<file path="src/rtl/alu.sv">
// Eight-operation ALU (add/sub/logic/shift) with a registered C/N/P/Z flag unit.
// Latency: busC is combinational (0 cycles); flags are visible 1 cycle after the operands.
// Backpressure: none; a new operation is accepted every cycle, and enaf=0 holds the flags.
module alu #(
  parameter int MAX_WIDTH = 8
) (
  input  logic                 clk,
  input  logic                 rst,
  input  logic                 enaf,
  input  logic [2:0]           selop,
  input  logic [1:0]           shamt,
  input  logic [MAX_WIDTH-1:0] busA,
  input  logic [MAX_WIDTH-1:0] busB,
  output logic [MAX_WIDTH-1:0] busC,
  output logic                 C,
  output logic                 N,
  output logic                 P,
  output logic                 Z
);

  localparam int W = MAX_WIDTH;

  typedef enum logic [2:0] {
    OP_ADD = 3'b000,
    OP_SUB = 3'b001,
    OP_AND = 3'b010,
    OP_OR  = 3'b011,
    OP_XOR = 3'b100,
    OP_NOT = 3'b101,
    OP_SHL = 3'b110,
    OP_SHR = 3'b111
  } op_e;

  // Condition flags kept together so hold/load/reset treat them as one word.
  typedef struct packed {
    logic c;
    logic n;
    logic p;
    logic z;
  } flags_t;

  // Arithmetic and shift paths are one bit wider than the operands; the
  // extra bit carries the carry/borrow or the last bit shifted out.
  logic [W:0] add_ext;
  logic [W:0] sub_ext;
  logic [W:0] shl_ext;
  logic [W:0] shr_ext;

  logic [W-1:0] result;
  logic         carry_raw;
  op_e          op;

  flags_t flags_nxt;
  flags_t flags_d;
  flags_t flags_q;

  assign op = op_e'(selop);

  // Wide datapaths: SUB uses A + ~B + 1 so its carry-out means "no borrow".
  // SHL pushes the last departing bit into bit W; SHR shifts A placed one
  // bit up so the last departing bit lands in bit 0. A zero shift leaves
  // the carry slot at zero in both cases.
  always_comb begin
    add_ext = {1'b0, busA} + {1'b0, busB};
    sub_ext = {1'b0, busA} + {1'b0, ~busB} + (W+1)'(1);
    shl_ext = {1'b0, busA} << shamt;
    shr_ext = {busA, 1'b0} >> shamt;
  end

  // Operation select: result and the raw carry for the selected opcode.
  always_comb begin
    result    = '0;
    carry_raw = 1'b0;
    unique case (op)
      OP_ADD: begin
        result    = add_ext[W-1:0];
        carry_raw = add_ext[W];
      end
      OP_SUB: begin
        result    = sub_ext[W-1:0];
        carry_raw = sub_ext[W];
      end
      OP_AND: result = busA & busB;
      OP_OR:  result = busA | busB;
      OP_XOR: result = busA ^ busB;
      OP_NOT: result = ~busA;
      OP_SHL: begin
        result    = shl_ext[W-1:0];
        carry_raw = shl_ext[W];
      end
      OP_SHR: begin
        result    = shr_ext[W:1];
        carry_raw = shr_ext[0];
      end
      default: begin
        result    = '0;
        carry_raw = 1'b0;
      end
    endcase
  end

  assign busC = result;

  // Next flags from the live result; N, Z and P are mutually exclusive.
  always_comb begin
    flags_nxt   = '0;
    flags_nxt.c = carry_raw;
    flags_nxt.n = result[W-1];
    flags_nxt.z = (result == '0);
    flags_nxt.p = ~flags_nxt.n & ~flags_nxt.z;
  end

  // Flag write enable: load the next flags or hold the current ones.
  always_comb begin
    flags_d = flags_q;
    if (enaf) begin
      flags_d = flags_nxt;
    end
  end

  // Flag register; reset wins over enaf and clears all four flags.
  always_ff @(posedge clk) begin
    if (!rst) begin
      flags_q <= '0;
    end else begin
      flags_q <= flags_d;
    end
  end

  assign C = flags_q.c;
  assign N = flags_q.n;
  assign P = flags_q.p;
  assign Z = flags_q.z;

endmodule

</file>
<file path="config.mk">
export PLATFORM = sky130hd
export DESIGN_NAME = alu
export DESIGN_NICKNAME = d
export VERILOG_FILES = /design/src/rtl/alu.sv
export SDC_FILE = /design/constraint.sdc
export NUM_CORES = 1
export LEC_CHECK = 0
export CORE_ASPECT_RATIO = 1.5
export CORE_MARGIN = 2
export CORE_UTILIZATION = 42
export DETAILED_ROUTE_END_ITERATION = 6
export GPL_TIMING_DRIVEN = 0
export PLACE_DENSITY = 0.75
export SLEW_MARGIN = 20
export SYNTH_ARGS = -nofsm -noshare
export SYNTH_HDL_FRONTEND = slang
export SYNTH_SLANG_ARGS = --single-unit
export TNS_END_PERCENT = 20
</file>
<file path="constraint.sdc">
create_clock -name clk -period 2.2 [get_ports clk]
set_input_delay 0.22 -clock clk [delete_from_list [all_inputs] [get_ports clk]]
set_output_delay 0.22 -clock clk [all_outputs]
set_load 0.05 [all_outputs]
</file>
==> results.txt, run 1 <==
Outcome: complete, but fails checks
Failing checks: DRC, setup timing
PD cells: 374.3 mW/mm2
Crit path launch type: input port
TritonCTS buffer count: 3
Worst Max-Slew Pin Slew: 0.5011 ns
CTS tree: done
Vias in the first global route: 2417
Critical path class: input port to register
Synth Register Bits: 4
Die area: 0.005059 mm2
Fmax: 447.0 MHz
RSZ-0062 raised after global routing: true
Initial DRT Pass Iterations: 7
Row cnt: 29
P_leak: 0.001217 uW
Synth warn: 0
Floorplan Core Area: 0.004282 mm2
Sequential area share after synthesis: 0.04241
Final Net Count: 364
Worst Reg-to-Reg Cells: 2
Worst vdd ir: 0.2155 mV
Worst hold start: N
Distinct cells, synth: 57
Final Hold Violating Endpoints: 0
Worst EP required: 2.37 ns
Largest net degree at the start of global routing: 11
All-Layer GR Usage: 0.2812
Worst R2R Setup Slack: 1.46 ns
Bufs on Longest Clock Path: 2
Max_cap viols: 0
Hold WC Path Type: register to register
Min cycle time layout: 2.237 ns
ANT cells: 0
Post-synth ARST share: 0
H-tree depth: 1
Worst-Skew Late Latency: 0.23 ns
Top FF cell, synth: dfxtp_1
Grt total ovfl: 0
Drt via density: 6.483
Maximum fanout along the worst path: 3
Critical Path AT: 2.41 ns
Commonest non-fill, non-tap cell in the layout: nor2_1
Clock transition at the registers of the reported paths: 0.04 ns
Fin crit share: 1.017
WL final: 6866 um
Post-Layout Cell Count: 358
Dpl hpwl: 4712 um
Layout area overhead: 55.60%
Global-route wire length before repair: 11190 um
Post-synth EDFFs: 0
Most frequent cells in the layout: nor2_1 (22), buf_4 (20), mux2i_1 (15), o21ai_0 (14), a21oi_1 (13)
Cell Area, Synth: 0.001888 mm2
Net Count, Synth: 310
Placed insts: 339
Die height: 86.12 um
Initial Util: 0.4410
Reg-to-Reg End: Z
Cell count of the worst hold path: 1
Die X: 58.75 um
DR vias: 2321
Final Core Density: 0.6861
Setup ws final: -0.03723 ns
ANT nets after route: 0
Port bufs: 33
Post-cts hold buffer count: 0
Avg Inst Size Synth: 7.262 um2
# IOs: 36
Worst clock skew: 0 ns
Wire per inst: 19.18 um
Root Buffer: clkbuf_8
Placer Congestion: 0.9372
Max_slew headroom: 0.6656
Initial antenna violation count: 0
Max Slew Vio Count: 0
Worst R2R Start: Z
CTS Sinks: 4
Fillers: 359
Initial drt markers: 142
Crit path capture type: register
Cells after synthesis: 260
Layout cell share with drive strength beyond 1: 0.4423
DRC Markers: 3
# setup viols final: 5
Hold EP: N
## registers in the layout (all words and copies together), names as in the netlist
register  count
C             1
N             1
P             1
Z             1
## cell usage after synthesis, drive strengths merged, types with 3 or more instances
cell type | n | share of area
nand3 | 8 | 0.027
inv | 22 | 0.044
ha | 24 | 0.16
o21ai | 19 | 0.050
mux2i | 15 | 0.080
clkbuf | 4 | 0.0079
nor2 | 26 | 0.052
nand2 | 11 | 0.022
a211oi | 8 | 0.032
nor2b | 5 | 0.017
o221ai | 6 | 0.028
o22ai | 5 | 0.017
nand3b | 3 | 0.012
a31oi | 4 | 0.013
dfxtp | 4 | 0.042
buf | 13 | 0.047
o2bb2ai | 3 | 0.014
nand2b | 10 | 0.034
nor3 | 7 | 0.021
o311ai | 5 | 0.023
o21bai | 3 | 0.012
a21oi | 16 | 0.042
## worst max-delay path, cell delays in order
cell	delay [ns]
buf_2	0.14
ha_4	0.18
inv_2	0.06
fa_2	0.43
nor2_2	0.13
a211oi_2	0.07
nor3_2	0.27
a21oi_4	0.06
or4_4	0.52
nor3_4	0.15
a32o_2	0.18
## worst max path at each step
stage | startpoint | end | depth (start not counted)
finish | busB[0] | Z | 11
global route | busB[0] | Z | 11
CTS | busB[0] | Z | 11
detailed placement | busA[1] | busC[7] | 11
global placement | busA[1] | busC[7] | 11
floorplan | busA[0] | Z | 10
## repair_timing
action / 4_1_cts / 5_1_grt
pin swaps: 25 / 2
buffers inserted: 17 / 0
cloned: 1 / 0
endpoints found under the setup margin: 12 / 9
gates resized for setup: 195 / 11
## through the flow
step           worst slack (ns)    TNS, ns  instance area (um2)  power (uW)  hold WS [ns]
6_report               -0.03723    -0.1104                 2938        1100        0.4900
5_1_grt                 -0.1060    -0.4788                 2938        1157        0.5198
4_1_cts               -0.004980  -0.004980                 2922        1068        0.4966
3_5_place_dp             -1.679     -13.45                 2441       744.7        0.4892
3_3_place_gp             -1.634     -13.24                 2441       739.0        0.4752
2_1_floorplan          -0.08488    -0.1551                 2053       548.5        0.3468
## kinds of logic (layout without fill, tap and decap cells)
group                      Yosys count  in the layout  synth area share
and+or+nand+nor                     81             81            0.2293
adders and majority gates           26             26            0.1803
AOI/OAI and AO/OA                   88             88            0.3227
muxes                               19             19            0.1153
DFF                                  4              4           0.04241
buffers and inverters               40             92            0.1007
xor gates and xnor gates             2              2          0.009279
## where the power goes
part,internal [uW],total [uW],switching (uW)
logic,373,852,479
registers,78.6,81.3,2.64
clock network,118,166,48.7
## layer usage
metal  track usage  part of all wire  up-vias  wire, um
met1        0.2980              0.38     1098      2587
li1              -                 -     1075         -
met4        0.1798             0.060        0       414
met5             0                 0        -         0
met3       0.03469             0.052       35       360
met2        0.5030              0.51      113      3503
## cell type report
| type | instances | area (um2) | share of cell area |
|---|---|---|---|
| Multi-Input combinational cell | 216 | 2076 | 0.7066 |
| Clock buffer | 3 | 41.29 | 0.01405 |
| Buffer | 15 | 127.6 | 0.04344 |
| Inverter | 23 | 102.6 | 0.03492 |
| Sequential cell | 4 | 80.08 | 0.02726 |
| Tap cell | 46 | 57.56 | 0.01959 |
| Timing Repair Buffer | 51 | 452.9 | 0.1542 |
(Power assumes the default switching activity.)
==> run 2: changes to the inputs <==
--- a/config.mk
+++ b/config.mk
@@ -11,6 +11,7 @@
 export DETAILED_ROUTE_END_ITERATION = 6
 export GPL_TIMING_DRIVEN = 0
 export PLACE_DENSITY = 0.75
+export SKIP_CTS_REPAIR_TIMING = 1
 export SLEW_MARGIN = 20
 export SYNTH_ARGS = -nofsm -noshare
 export SYNTH_HDL_FRONTEND = slang
==> run 2 against run 1 <==
Against the previous run:
- the flow still finishes with violations (DRC, setup timing)
- first-iteration DRC count down 9.2%
- largest power group unchanged
- critical path depth unchanged
- global-route usage down 3.1 points
- sequential share of layout area down 0.15 points
- core utilization up 3.9 points
==> results.txt, run 2 (synthesized netlist as in run 1, its figures left out) <==
Worst EP required: 1.98 ns
WL final: 6951 um
Die X: 58.75 um
Setup ws final: -0.02336 ns
Delay-heaviest family, CP: simple AND/OR/NAND/NOR gates
# setup viols final: 4
Placed insts: 339
Die area: 0.005059 mm2
GRT Max-Usage Layer: met2
Max Slew Vio Count: 0
Worst clock skew: 0 ns
Failing checks: DRC, setup timing
DP Worst Slack: -1.679 ns
Worst hold start: P
Root Buffer: clkbuf_8
Most used cell, CP: buf_8
Dpl hpwl: 4712 um
Post-Layout Cell Count: 368
Crit path launch type: input port
Layout cell share with drive strength beyond 1: 0.4783
Die height: 86.12 um
Bufs on Longest Clock Path: 2
Worst R2R Start: Z
Outcome: complete, but fails checks
Area post-placement: 0.002441 mm2
Layout area overhead: 64.55%
Global-route wire length before repair: 10060 um
Wire per inst: 18.89 um
Final Core Density: 0.7256
Row cnt: 29
DR vias: 2375
H-tree depth: 1
Placer Congestion: 0.9372
Crit path capture type: output port
Worst vdd ir: 0.2192 mV
Met2 usage: 0.4414
Largest net degree at the start of global routing: 11
Critical path class: input port to output port
Final instance area: 0.003107 mm2
Max_slew headroom: 0.6641
DRC Markers: 4
Initial antenna violation count: 0
Max incr delay on CP: 0.37 ns
Fmax: 449.8 MHz
# IOs: 36
RSZ-0062 raised after global routing: true
Final Net Count: 374
Initial drt markers: 129
Max_cap viols: 0
Port bufs: 33
Buf+Inv Stages, Crit Path: 5
CTS Sinks: 4
All-Layer GR Usage: 0.2500
Floorplan Core Area: 0.004282 mm2
Cell Chain, Critical Path: buf_8 > inv_6 > ha_4 > a211oi_4 > o21ai_2 > and4_4 > and2_4 > nor4b_4 > inv_2 > buf_6 > buf_8
Clock transition at the registers of the reported paths: 0.03 ns
Worst-Skew Late Latency: 0.22 ns
Vias in the first global route: 2179
ANT nets after route: 0
Grt total ovfl: 0
CTS tree: done
PD cells: 361.0 mW/mm2
TritonCTS buffer count: 3
CP startpoint: busB[1]
Met1 Resource Use GR: 0.2853
Hold WC Path Type: register to register
Max stage delay cell, worst path: nor4b_4
Commonest non-fill, non-tap cell in the layout: buf_4
Initial DRT Pass Iterations: 6
Worst Max-Slew Pin Slew: 0.5033 ns
Drt via density: 6.454
Final Hold Violating Endpoints: 0
Fin Hold WS: 0.4881 ns
P_leak: 0.001331 uW
Maximum fanout along the worst path: 4
Most frequent cells in the layout: buf_4 (29), nor2_1 (21), mux2i_1 (15), o21ai_0 (14), a21oi_1 (13)
Min cycle time layout: 2.223 ns
Fin crit share: 1.011
Initial Util: 0.4410
Critical Path AT: 2.00 ns
ANT cells: 0
Met3 usage: 0.03017
[run 2: cell types whose count changed in the layout (fill, tap and decap cells not counted), sizes merged]
cell	before	now
dlymetal6s2s	0	6
inv	22	21
clkdlybuf4s50	7	6
buf	48	52
clkinvlp	0	1
clkdlybuf4s15	2	0
clkbuf	7	15
dlygate4sd2	5	0
[run 2: area by class of cell]
cell class,instances,area [um2]
multi-input combinational,216,2079
fill,315,1175
timing repair buffer,60,589.3
buffer,16,133.9
inverter,23,125.1
sequential,4,80.08
tap,46,57.56
clock buffer,3,41.29
[run 2: final timing paths]
kind,end,slack [ns],cells past startpoint
max,busC[7],-0.02,11
min,P,0.49,2
max reg2reg,Z,1.46,2
min reg2reg,P,0.49,2
[run 2: routing by layer]
layer | routed length [um] | share of wire | up-vias
li1 | - | - | 1091
met1 | 2554 | 0.37 | 1142
met2 | 3665 | 0.53 | 110
met3 | 376 | 0.054 | 32
met4 | 354 | 0.051 | 0
met5 | 0 | 0 | -
[run 2: worst reg2reg max path: stages (launching register included)]
cell and delay (ns):
dfxtp_1 0.29, nor2b_1 0.12, a32o_2 0.22
[run 2: stage by stage]
| stage | TNS [ns] | power [uW] |
|---|---|---|
| after floorplan | -0.1551 | 548.5 |
| after global placement | -13.24 | 739.0 |
| after detailed placement | -13.45 | 744.7 |
| after CTS | -12.67 | 911.3 |
| after global routing | -0.5032 | 1183 |
| final | -0.05186 | 1121 |
[run 2: where the power goes]
group          internal [uW]  leakage, uW  switching [uW]
clock                    117    0.0000216            47.1
sequential              78.6    0.0000330            2.36
combinational            392      0.00128             484
